==> config.mk <==
export PLATFORM = sky130hd
export DESIGN_NAME = rf_write_arbiter
export DESIGN_NICKNAME = d
export VERILOG_FILES = /design/src/rtl/rf_write_arbiter.sv
export SDC_FILE = /design/constraint.sdc
export NUM_CORES = 1
export LEC_CHECK = 0
export CORE_AREA = 5 5 114 116
export CTS_CLUSTER_SIZE = 25
export DETAILED_ROUTE_END_ITERATION = 8
export DIE_AREA = 0 0 119 121
export GPL_TIMING_DRIVEN = 0
export PLACE_DENSITY = 0.8
export SKIP_CTS_REPAIR_TIMING = 1
export SYNTH_ARGS = -nofsm -noshare
export SYNTH_HDL_FRONTEND = slang
export SYNTH_SLANG_ARGS = --single-unit
==> constraint.sdc <==
create_clock -name clk -period 1.85 [get_ports clk]
set_clock_uncertainty 0.05 [all_clocks]
set_input_delay 0.185 -clock clk [delete_from_list [all_inputs] [get_ports clk]]
set_output_delay 0.185 -clock clk [all_outputs]
set_load 0.005 [all_outputs]
==> src/rtl/rf_write_arbiter.sv <==
// Round-robin arbiter sharing the register file write port between ALU and
// load/muldiv writeback, with a scoreboard of registers that have writes in flight.
module rf_write_arbiter #(
    parameter int CNT_W = 16
) (
    input  logic             clk,
    input  logic             rst,
    input  logic             req0_valid,
    output logic             req0_ready,
    input  logic [4:0]       req0_reg,
    input  logic [31:0]      req0_data,
    input  logic             req1_valid,
    output logic             req1_ready,
    input  logic [4:0]       req1_reg,
    input  logic [31:0]      req1_data,
    input  logic             rsv_en,
    input  logic [4:0]       rsv_reg,
    input  logic [4:0]       q_reg1,
    input  logic [4:0]       q_reg2,
    output logic             q_busy1,
    output logic             q_busy2,
    output logic [4:0]       writeReg,
    output logic [31:0]      writeData,
    output logic             writeEn,
    output logic [CNT_W-1:0] conflict_cnt
);

    // Handshake: a write transfers on the edge where valid and ready are both
    // high; ready never rises without its valid, and at most one ready is high.
    logic        last_grant;
    logic [31:0] busy;
    logic [31:0] busy_next;
    logic        accept;
    logic [4:0]  acc_reg;
    logic [31:0] acc_data;

    assign req0_ready = req0_valid && (!req1_valid || last_grant);
    assign req1_ready = req1_valid && (!req0_valid || !last_grant);
    assign accept     = req0_ready || req1_ready;
    assign acc_reg    = req0_ready ? req0_reg  : req1_reg;
    assign acc_data   = req0_ready ? req0_data : req1_data;

    // Reserve is applied after the clear so a newly issued producer keeps the bit.
    always_comb begin
        busy_next = busy;
        if (accept) begin
            busy_next[acc_reg] = 1'b0;
        end
        if (rsv_en && (rsv_reg != 5'd0)) begin
            busy_next[rsv_reg] = 1'b1;
        end
        busy_next[0] = 1'b0;
    end

    always_ff @(posedge clk) begin
        if (rst) begin
            last_grant   <= 1'b1;
            busy         <= '0;
            writeEn      <= 1'b0;
            writeReg     <= 5'd0;
            writeData    <= 32'd0;
            conflict_cnt <= '0;
        end else begin
            busy <= busy_next;
            if (accept) begin
                last_grant <= req1_ready;
                writeReg   <= acc_reg;
                writeData  <= acc_data;
                writeEn    <= (acc_reg != 5'd0);
            end else begin
                writeEn <= 1'b0;
            end
            if (req0_valid && req1_valid && (conflict_cnt != {CNT_W{1'b1}})) begin
                conflict_cnt <= conflict_cnt + CNT_W'(1);
            end
        end
    end

    // The output-register term covers the cycle before the register file holds the data.
    assign q_busy1 = busy[q_reg1] | (writeEn && (writeReg == q_reg1) && (q_reg1 != 5'd0));
    assign q_busy2 = busy[q_reg2] | (writeEn && (writeReg == q_reg2) && (q_reg2 != 5'd0));

endmodule

; ---- After elaboration in Yosys (flattened, before gate mapping)
; Cells that the tools add are included.
[op_classes]
add_sub_neg = 1
n_lt_le_gt_ge = 6
eq_ne = 3
mux = 12
bitwise_logic = 6
n_reduce_logical = 22
[ops]
columns = cell, count
row1 = two-way mux 32 bit, 3
row2 = bitwise AND 32 bit, 1
row3 = NOT 32 bit, 1
row4 = bitwise OR 32 bit, 1
row5 = "< comparator 5 x 6 -> 1 bit, second input constant", 4
row6 = nonzero test 5 bit, 4
row7 = "adder 16 x 1 -> 16 bit, second input constant", 1
row8 = "!= test 16 bit, second input constant", 1
row9 = logical AND 1 bit, 11
row10 = binary-select mux 1 bit (select 5 bit), 2
row11 = demux 1 bit (select 5 bit), 2
row12 = == test 5 bit, 2
row13 = ">= comparator 5 x 1 -> 1 bit, second input constant", 2
row14 = two-way mux 5 bit, 1
row15 = two-way mux 1 bit, 4
row16 = zero test 1 bit, 3
row17 = logical OR 1 bit, 3
row18 = bitwise OR 1 bit, 2
row19 = OR reduction 2 bit, 1
row20 = NOT 1 bit, 1
[word_totals]
ff_bits = 87

; ---- Logic depth before layout (Yosys ltp)
; Gate-level depths: netlist of run 1.
[logic_depth]
ltp_word = 13
mapped_depth = 8
mapped_depth_nobuf = 6

; ---- Least setup slack after synthesis of run 1
; OpenSTA, ideal clock, no wires.
[synth_path]
kind = register to register
startpoint = register conflict_cnt[0]
endpoint = register conflict_cnt[5]
setup_ps = 128
arrival_time_ps = 1585
required_time_ps = 1672
path_slack_ps = 87
stages_incl_launch_ff = 7
n_path_buf = 0
cell_sequence = dfxtp_1 ha_1 nand3_1 nor4_4 nor4b_1 xnor2_1 nor2_1
[synth_via]
elab_chain_cells = 2
[synth_lines]
columns = item, line
row1 = start: declaration, 25  ; output logic [CNT_W-1:0] conflict_cnt
row2 = start signal: assignment, 74  ; conflict_cnt <= conflict_cnt + CNT_W'(1);
row3 = "parallel branches: the longest is 2 deep, another holds adder 16 x 1 -> 16 bit", -
; Parallel ways; which one is timed is not known.
; A chain may end at the register's enable or synchronous reset.

; ---- Worst setup path in the final report of run 1
[layout_path]
startpoint = register busy[18]
endpoint = output q_busy2
[layout_via]
elab_chain_cells = 3
[layout_lines]
columns = item, line
row1 = start: declaration, 31  ; logic [31:0] busy;
row2 = start signal: assignment, 64  ; busy <= busy_next;
row3 = binary-select mux 1 bit (select 5 bit), 81  ; assign q_busy2 = busy[q_reg2] | (writeEn && (writeReg == q_reg2) && (q_reg2 != 5'd0));
row4 = two-way mux 1 bit (implied by the code), 81
row5 = bitwise OR 1 bit, 81
row6 = end: declaration, 21  ; output logic q_busy2,
; Every way passes these cells. The select of a mux whose other input is x is not followed.

==> qor.csv, run 1 <==
metric,value,unit
status,"complete, but fails checks",
violations,negative setup slack,
synth_common_cells,"nand2_1, dfxtp_1, nor2_1",
synth.area.top_cells,"dfxtp_1, nand2_1, a311oi_1",
worst_slack,-303,ps
core,11800,um2
power.leakage,2.57,nW
hold_viol,0,
synth_seq_cells,86,
wl_met1,6670,um
drt_iter0_markers,398,
drive_gt1_share,15.2,%
min_from,req1_valid,
clock.fmax,465,MHz
whs,320,ps
place_congestion,0.908,
end_kind,output pin,
async_flop_share,0,%
worstMarginPinSlew,633,ps
cp.arrival,1920,ps
yosysWarnings,0,
min_period_over_period,116,%
drtAntennaViolNets,0,
finish.utilization,59.1,%
synth_nets,652,
grtUsageTotal,21.7,%
worst-path-max-fanout,3,
vias_per_cell,5.88,
synth_top_area_cell,dfxtp_1,
grt_pass1_vias,4934,
grt_max_degree,14,
reg2reg_depth,8,
grt_pass1_wl,25400,um
io_pins,152,
dp_hpwl,12200,um
maxSlewViolCount,0,
area_growth,50.0,%
power_density,680,nW/um2
post-synth-top-count-cell,nand2_1,
rsz0062_at_grt,yes,
topRoutingLayerUsed,met4,
cts.sinks,86,
cts_tree,done,
synth_top_area_share,37.0,%
die_area,14400,um2
rows,40,
routedWlPerCell,19.5,um
cts_htree_levels,3,
port-buffer-count,145,
first_pass_iters,5,
cap_violations,0,
ys.flop_type,dfxtp_1,
vdd_drop_max,0.000548,V
hold_path_end,last_grant,
vias,5161,
fp.dieH,121,um
cts.reportedPaths.clkPinSlew,60,ps
nets,821,
whs_path_depth,4,
syn_inst,557,
initial_core_util,39.4,%
required,1620,ps
antenna_found_initial,0,
critPathLaunchType,register,
hold_class,input pin to register,
totalWireLength,17200,um
synth-edff-count,0,
drc,0,
period_needed,2150,ps
overflow,0,
r2r_slack,-20,ps
met3_length,1290,um
relSlewSlack,57.8,%
synth_cell_type_count,53,
finalSetupViolations,6,
clk_latency,340,ps
die_w,119,um
diodes,0,
clockRootBuffer,clkbuf_16,
synth_area,4650,um2
r2r_end,busy[22],
cts_buffer_depth,2,
r2r_start,last_grant,
syn_avg_cell_area,8.36,um2
ys_seq_area_share,37.0,%
routed-wl-met2,8750,um
cts_made_buffers,9,
critPathKind,register to output pin,
## layer usage
layer / track usage, % / vias to the layer above
met4: 6.66 / 0
met2: 37.3 / 256
met1: 27.3 / 2493
met3: 4.62 / 40
met5: 0 / -
li1: - / 2372
## placed cells by master (no fill, tap or decap), types with 11 or more instances in the layout
master,synthesis,layout
a21oi_1,37,35
nand2_1,113,113
buf_4,2,16
a311oi_1,37,37
clkbuf_1,19,15
inv_1,11,11
o31ai_1,29,23
nor3_1,11,11
xor2_1,11,11
nor2_1,63,63
dfxtp_1,86,81
clkdlybuf4s50_1,0,139
## area by class of cell
type,instances,area (um2)
buffer,41,249
clock buffer,13,270
clock inverter,3,17.5
fill,1034,4830
inverter,13,56.3
multi-input combinational,416,2920
sequential,86,1730
tap,147,184
timing repair buffer,159,1560
## flip-flops by register name, summed over array words and instances, names as in the netlist
signal and count:
writeData 32, conflict_cnt 16, busy 31, last_grant 1
writeReg 5, writeEn 1
## power breakdown
part | leakage [nW] | internal [W] | total (W) | switching, W
Combinational | 1.73 | 0.000505 | 0.000994 | 0.000489
Clock | 0.142 | 0.00102 | 0.00175 | 0.000737
Sequential | 0.706 | 0.00194 | 0.00200 | 0.0000642
Total | 2.57 | 0.00346 | 0.00475 | 0.00129
## logic make-up (layout without fill, tap and decap cells)
logic type | after synthesis | in the layout | share of synthesized area [%]
multiplexers | 25 | 25 | 9.73
AND/OR/NAND/NOR | 230 | 230 | 21.7
buffers and inverters | 55 | 229 | 5.48
adder cells (fa/ha/maj) | 1 | 1 | 0.269
XOR/XNOR | 20 | 20 | 3.76
AO/OA/AOI/OAI | 140 | 140 | 22.0
flip-flops | 86 | 86 | 37.0
## stage by stage
stage	area (um2)	worst slack [ps]	cells	setup TNS (ps)	total power (W)
floorplan	4650	87.4	557	0	0.00242
global placement	6290	-875	849	-23020	0.00289
detailed placement	6290	-878	849	-27670	0.00292
CTS	6580	-896	865	-6860	0.00466
global route	6980	-411	878	-1470	0.00493
finish	6980	-303	878	-606	0.00475
## critical path, cell delays in order (launching register included)
cell and delay [ps]:
dfxtp_1 330, mux4_2 470, mux2_4 290, nor3b_2 200, a31oi_1 60, o2bb2ai_1 130
clkbuf_2 110
## worst max path at each step
| stage | slack, ps | end | startpoint | cells past startpoint |
|---|---|---|---|---|
| floorplan | 90 | conflict_cnt[5] | conflict_cnt[0] | 6 |
| global placement | -880 | q_busy2 | q_reg2[1] | 8 |
| detailed placement | -880 | q_busy2 | q_reg2[1] | 8 |
| CTS | -900 | q_busy2 | q_reg2[1] | 8 |
| global route | -410 | q_busy2 | busy[19] | 6 |
| finish | -300 | q_busy2 | busy[18] | 6 |
Note: power is estimated with default switching activity, not from simulation.
==> inputs of run 2 (changes only) <==
CORE_AREA = 5 5 131 102   (was 5 5 114 116)
DIE_AREA = 0 0 136 107   (was 0 0 119 121)
==> qor.csv, run 2 (same netlist as run 1, synthesis figures left out) <==
metric,value,unit,change
vias,5325,,+3.2%
cp.buffers_inverters,1,,unchanged
mostFrequentLayoutCells,"clkdlybuf4s50_1, nand2_1, dfxtp_1",,
initial_core_util,38.9,%,-0.47 points
cap_violations,0,,unchanged
stdcell_area,7230,um2,+3.6%
drive_gt1_share,18.5,%,+3.3 points
layoutNonFillerInstCount,901,,+2.6%
cts.reportedPaths.clkPinSlew,60,ps,about the same
cp.arrival,1930,ps,about the same
io_pins,152,,unchanged
required,1620,ps,about the same
grt_max_degree,16,,+2
fp.dieH,107,um,-12%
diodes,0,,unchanged
drt_iter0_markers,540,,+36%
cts_made_buffers,9,,unchanged
grtUsageTotal,21.8,%,+0.041 points
power_density,694,nW/um2,+2.0%
status,"complete, but fails checks",,
rows,35,,-13%
worst_slack,-315,ps,-12.1 ps
core,12000,um2,+1.2%
first_pass_iters,5,,unchanged
port-buffer-count,145,,unchanged
die_w,136,um,+14%
dp_hpwl,12200,um,-0.43%
fillers,957,,-7.4%
cts_tree,done,,
clk_latency,340,ps,about the same
cts_buffer_depth,2,,unchanged
fin_setup_tns,-718,ps,-112 ps
vias_per_cell,5.91,,+0.54%
overflow,0,,unchanged
grt_pass1_vias,4975,,+0.83%
period_needed,2160,ps,+12.1 ps
totalWireLength,17800,um,+3.5%
largest_reg_flops,32,,unchanged
end_kind,output pin,,
critPathLaunchType,register,,
cp_top_family,multiplexers,,
top_register,writeData,,
cts.sinks,86,,unchanged
hold_class,input pin to register,,
power.leakage,2.63,nW,+2.0%
area_growth,55.3,%,
slowest_delay,470,ps,about the same
worstPathCellList,"mux4_2, mux2_4, nor3b_2, a31oi_1, o2bb2ai_1, clkbuf_2",,
worstMarginPinSlew,665,ps,+32.6 ps
cts_htree_levels,3,,unchanged
violations,negative setup slack,,
reg_top3,"writeData (32), busy (31), conflict_cnt (16)",,
mostFrequentLayoutCell,clkdlybuf4s50_1,,
hold_viol,0,,unchanged
finalSetupViolations,10,,+4
worst-path-max-fanout,3,,unchanged
clock.fmax,462,MHz,-0.56%
grt_pass1_wl,25400,um,about the same
clockRootBuffer,clkbuf_16,,
antenna_found_initial,1,,+1
power,0.00502,W,+5.7%
place_congestion,0.930,,+2.4%
dp_slack,-899,ps,-20.4 ps
vdd_drop_max,0.000442,V,-19%
placed_area,6310,um2,+0.38%
drc,0,,unchanged
relSlewSlack,55.6,%,-2.2 points
maxSlewViolCount,0,,unchanged
nets,825,,+0.49%
routedWlPerCell,19.7,um,+0.88%
rsz0062_at_grt,yes,,
drtAntennaViolNets,0,,unchanged
min_period_over_period,117,%,+0.66 points
die_area,14600,um2,+1.1%
placed_cells,868,,+2.2%
slowest_stage,mux4_2,,
critPathKind,register to output pin,,
-- run 2: cell count changes in the layout (fill, tap and decap cells not counted), sizes merged, moves of 2 or more --
cell          previous run  this run
clkbuf                  37        32
bufinv                   0         2
buf                     34        38
clkinv                   2         5
dlymetal6s2s             3         5
-- run 2: worst paths after layout --
| path | startpoint | end | slack [ps] | cells past startpoint |
|---|---|---|---|---|
| worst min register to register | busy[26] | busy[26] | 430 | 2 |
| worst max register to register | last_grant | busy[16] | -60 | 5 |
| worst max-delay path | busy[19] | q_busy2 | -310 | 6 |
| worst min-delay path | req0_reg[1] | writeReg[1] | 250 | 3 |
-- run 2: metal layers --
metal	vias to the layer above	GRT usage [%]	wire (um)
met4	2	7.91	625
met1	2547	29.2	7350
met2	325	34.1	8200
met3	66	5.21	1580
met5	-	0	7
li1	2385	-	-
-- run 2: worst register-to-register path: stages, from the launching register on --
cell       delay, ps
dfxtp_2          350
inv_1            220
a2111oi_4        500
o21ai_4          220
o31ai_1          330
a21oi_1          110
-- run 2: cell type report --
| class | count | area [um2] | share of cell area (%) |
|---|---|---|---|
| multi-input cells | 416 | 3060 | 42.3 |
| well taps | 166 | 208 | 2.87 |
| flip-flops and latches | 86 | 1740 | 24.0 |
| clock inverters | 7 | 98.8 | 1.37 |
| inverters | 13 | 53.8 | 0.744 |
| repair buffers | 163 | 1600 | 22.1 |
| plain buffers | 41 | 254 | 3.51 |
| clock buffers | 9 | 225 | 3.11 |
-- run 2: where the power goes --
| group | switching (W) | total (W) | internal, W |
|---|---|---|---|
| Clock | 0.000776 | 0.00196 | 0.00119 |
| Combinational | 0.000529 | 0.00105 | 0.000521 |
| Sequential | 0.0000675 | 0.00200 | 0.00194 |
| Total | 0.00137 | 0.00502 | 0.00364 |
-- run 2: stage by stage --
stage                     util (%)  hold WS (ps)
final                         60.5           245
after global routing          60.5           229
after CTS                     55.5           357
after detailed placement      52.8           426
after global placement        52.8           410
after floorplan                  -           286
==> inputs of run 3 (changes only) <==
CORE_AREA = 3 3 129 100   (was 5 5 131 102)
DIE_AREA = 0 0 132 103   (was 0 0 136 107)
==> qor.csv, run 3 (same netlist as run 1, synthesis figures left out) <==
metric,value,unit,change
status,"complete, but fails checks",,
violations,negative setup slack,,
overflow,0,,unchanged
drtAntennaViolNets,0,,unchanged
min_period_over_period,116,%,-0.87 points
drc,0,,unchanged
drive_gt1_share,18.2,%,-0.32 points
critPathLaunchType,register,,
cts.reportedPaths.clkPinSlew,70,ps,about the same
fin_setup_tns,-1670,ps,-949 ps
nets,827,,+0.24%
mostFrequentLayoutCell,clkdlybuf4s50_1,,
hold_viol,0,,unchanged
io_pins,152,,unchanged
die_area,13600,um2,-6.6%
hold_class,input pin to register,,
die_w,132,um,-2.9%
cts_htree_levels,3,,unchanged
power,0.00518,W,+3.3%
routedWlPerCell,19.5,um,-0.90%
fp.dieH,103,um,-3.7%
power_frac_clock,40.7,%,+1.6 points
mostFrequentLayoutCells,"clkdlybuf4s50_1, nand2_1, dfxtp_1",,
cap_violations,0,,unchanged
diodes,0,,unchanged
totalWireLength,17600,um,-1.1%
slowest_delay,490,ps,+20 ps
required,1620,ps,about the same
port-buffer-count,145,,unchanged
grt_use_met2,36.1,%,+2.0 points
vdd_drop_max,0.000535,V,+21%
use_met3,5.27,%,+0.062 points
met1_usage,29.9,%,+0.68 points
clock.fmax,465,MHz,+0.75%
end_kind,output pin,,
slowest_stage,mux4_2,,
first_pass_iters,5,,unchanged
clk_latency,340,ps,about the same
core,11600,um2,-2.9%
period_needed,2150,ps,-16.0 ps
grtUsageTotal,22.3,%,+0.51 points
worst_slack,-299,ps,+16.0 ps
power_density,710,nW/um2,+2.3%
relSlewSlack,53.7,%,-1.9 points
comb_power_share,20.6,%,-0.3 points
reg_top3,"writeData (32), busy (31), conflict_cnt (16)",,
dp_hpwl,11800,um,-2.9%
cts_made_buffers,9,,unchanged
cts_tree,done,,
critPathKind,register to output pin,,
placed_cells,864,,-0.46%
swShare,26.1,%,-1.3 points
drt_iter0_markers,546,,+1.1%
finalSetupViolations,19,,+9
place_congestion,0.933,,+0.30%
whs,364,ps,+119 ps
rsz0062_at_grt,yes,,
vias,5289,,-0.68%
initial_core_util,40.1,%,+1.1 points
cts_buffer_depth,2,,unchanged
placed_area,6310,um2,about the same
grt-busiest-layer,met2,,
clockRootBuffer,clkbuf_16,,
area_growth,56.9,%,
cp.arrival,1910,ps,-20 ps
worst-path-max-fanout,3,,unchanged
worstPathCellList,"mux4_2, mux2_4, nor3b_2, a31oi_1, o2bb2ai_1, clkbuf_2",,
grt_pass1_wl,24600,um,-3.4%
top_register,writeData,,
vias_per_cell,5.88,,-0.46%
grt_pass1_vias,4846,,-2.6%
internal_power,0.00383,W,+5.1%
grt_max_degree,15,,-1
layoutNonFillerInstCount,899,,-0.22%
largest_reg_flops,32,,unchanged
stdcell_area,7300,um2,+0.99%
antenna_found_initial,1,,unchanged
power.leakage,2.63,nW,+0.21%
seq_power_share,38.6,%,-1.3 points
rows,34,,-2.9%
switchingPower,0.00135,W,-1.5%
maxSlewViolCount,0,,unchanged
worstMarginPinSlew,694,ps,+28.6 ps
cts.sinks,86,,unchanged
==> run 3: worst paths after layout <==
| path | startpoint | endpoint | slack (ps) | depth (start not counted) |
|---|---|---|---|---|
| max reg2reg | last_grant | busy[17] | -110 | 9 |
| max | busy[19] | q_busy2 | -300 | 6 |
| min reg2reg | busy[19] | busy[19] | 430 | 2 |
| min | req0_data[17] | writeData[17] | 360 | 3 |
==> run 3: metal layers <==
metal  vias up  wire (um)  share of wire [%]
met3        50       1530                8.7
met2       292       8240                 47
met1      2558       7340                 42
met4         2        439                2.5
met5         -         11              0.063
li1       2387          -                  -
==> run 3: final cells by class <==
type	count	area [um2]
tap	162	203
sequential	86	1730
buffer	41	259
timing repair buffer	164	1620
inverter	13	53.8
fill	918	4310
clock inverter	5	106
multi-input combinational	417	3090
clock buffer	11	243
==> run 3: worst max-delay path, delay by kind of cell, from the launching register on <==
| family | cells | cell delay (ps) |
|---|---|---|
| compound gates | 2 | 200 |
| simple gates | 1 | 150 |
| mux | 2 | 790 |
| buf+inv | 1 | 120 |
| flops | 1 | 320 |
==> run 3: power groups by stage <==
| stage | clock (W) | combinational (W) | sequential, W |
|---|---|---|---|
| floorplan | 0 | 0.000390 | 0.00203 |
| global placement | 0 | 0.000861 | 0.00203 |
| detailed placement | 0 | 0.000882 | 0.00204 |
| CTS | 0.00212 | 0.000888 | 0.00200 |
| global route | 0.00220 | 0.00113 | 0.00201 |
| finish | 0.00211 | 0.00107 | 0.00200 |
==> run 3: stage by stage <==
stage | utilization, % | setup slack (ps)
floorplan | - | 87.4
global placement | 54.3 | -880
detailed placement | 54.3 | -899
CTS | 57.3 | -911
global route | 62.9 | -357
finish | 62.9 | -299
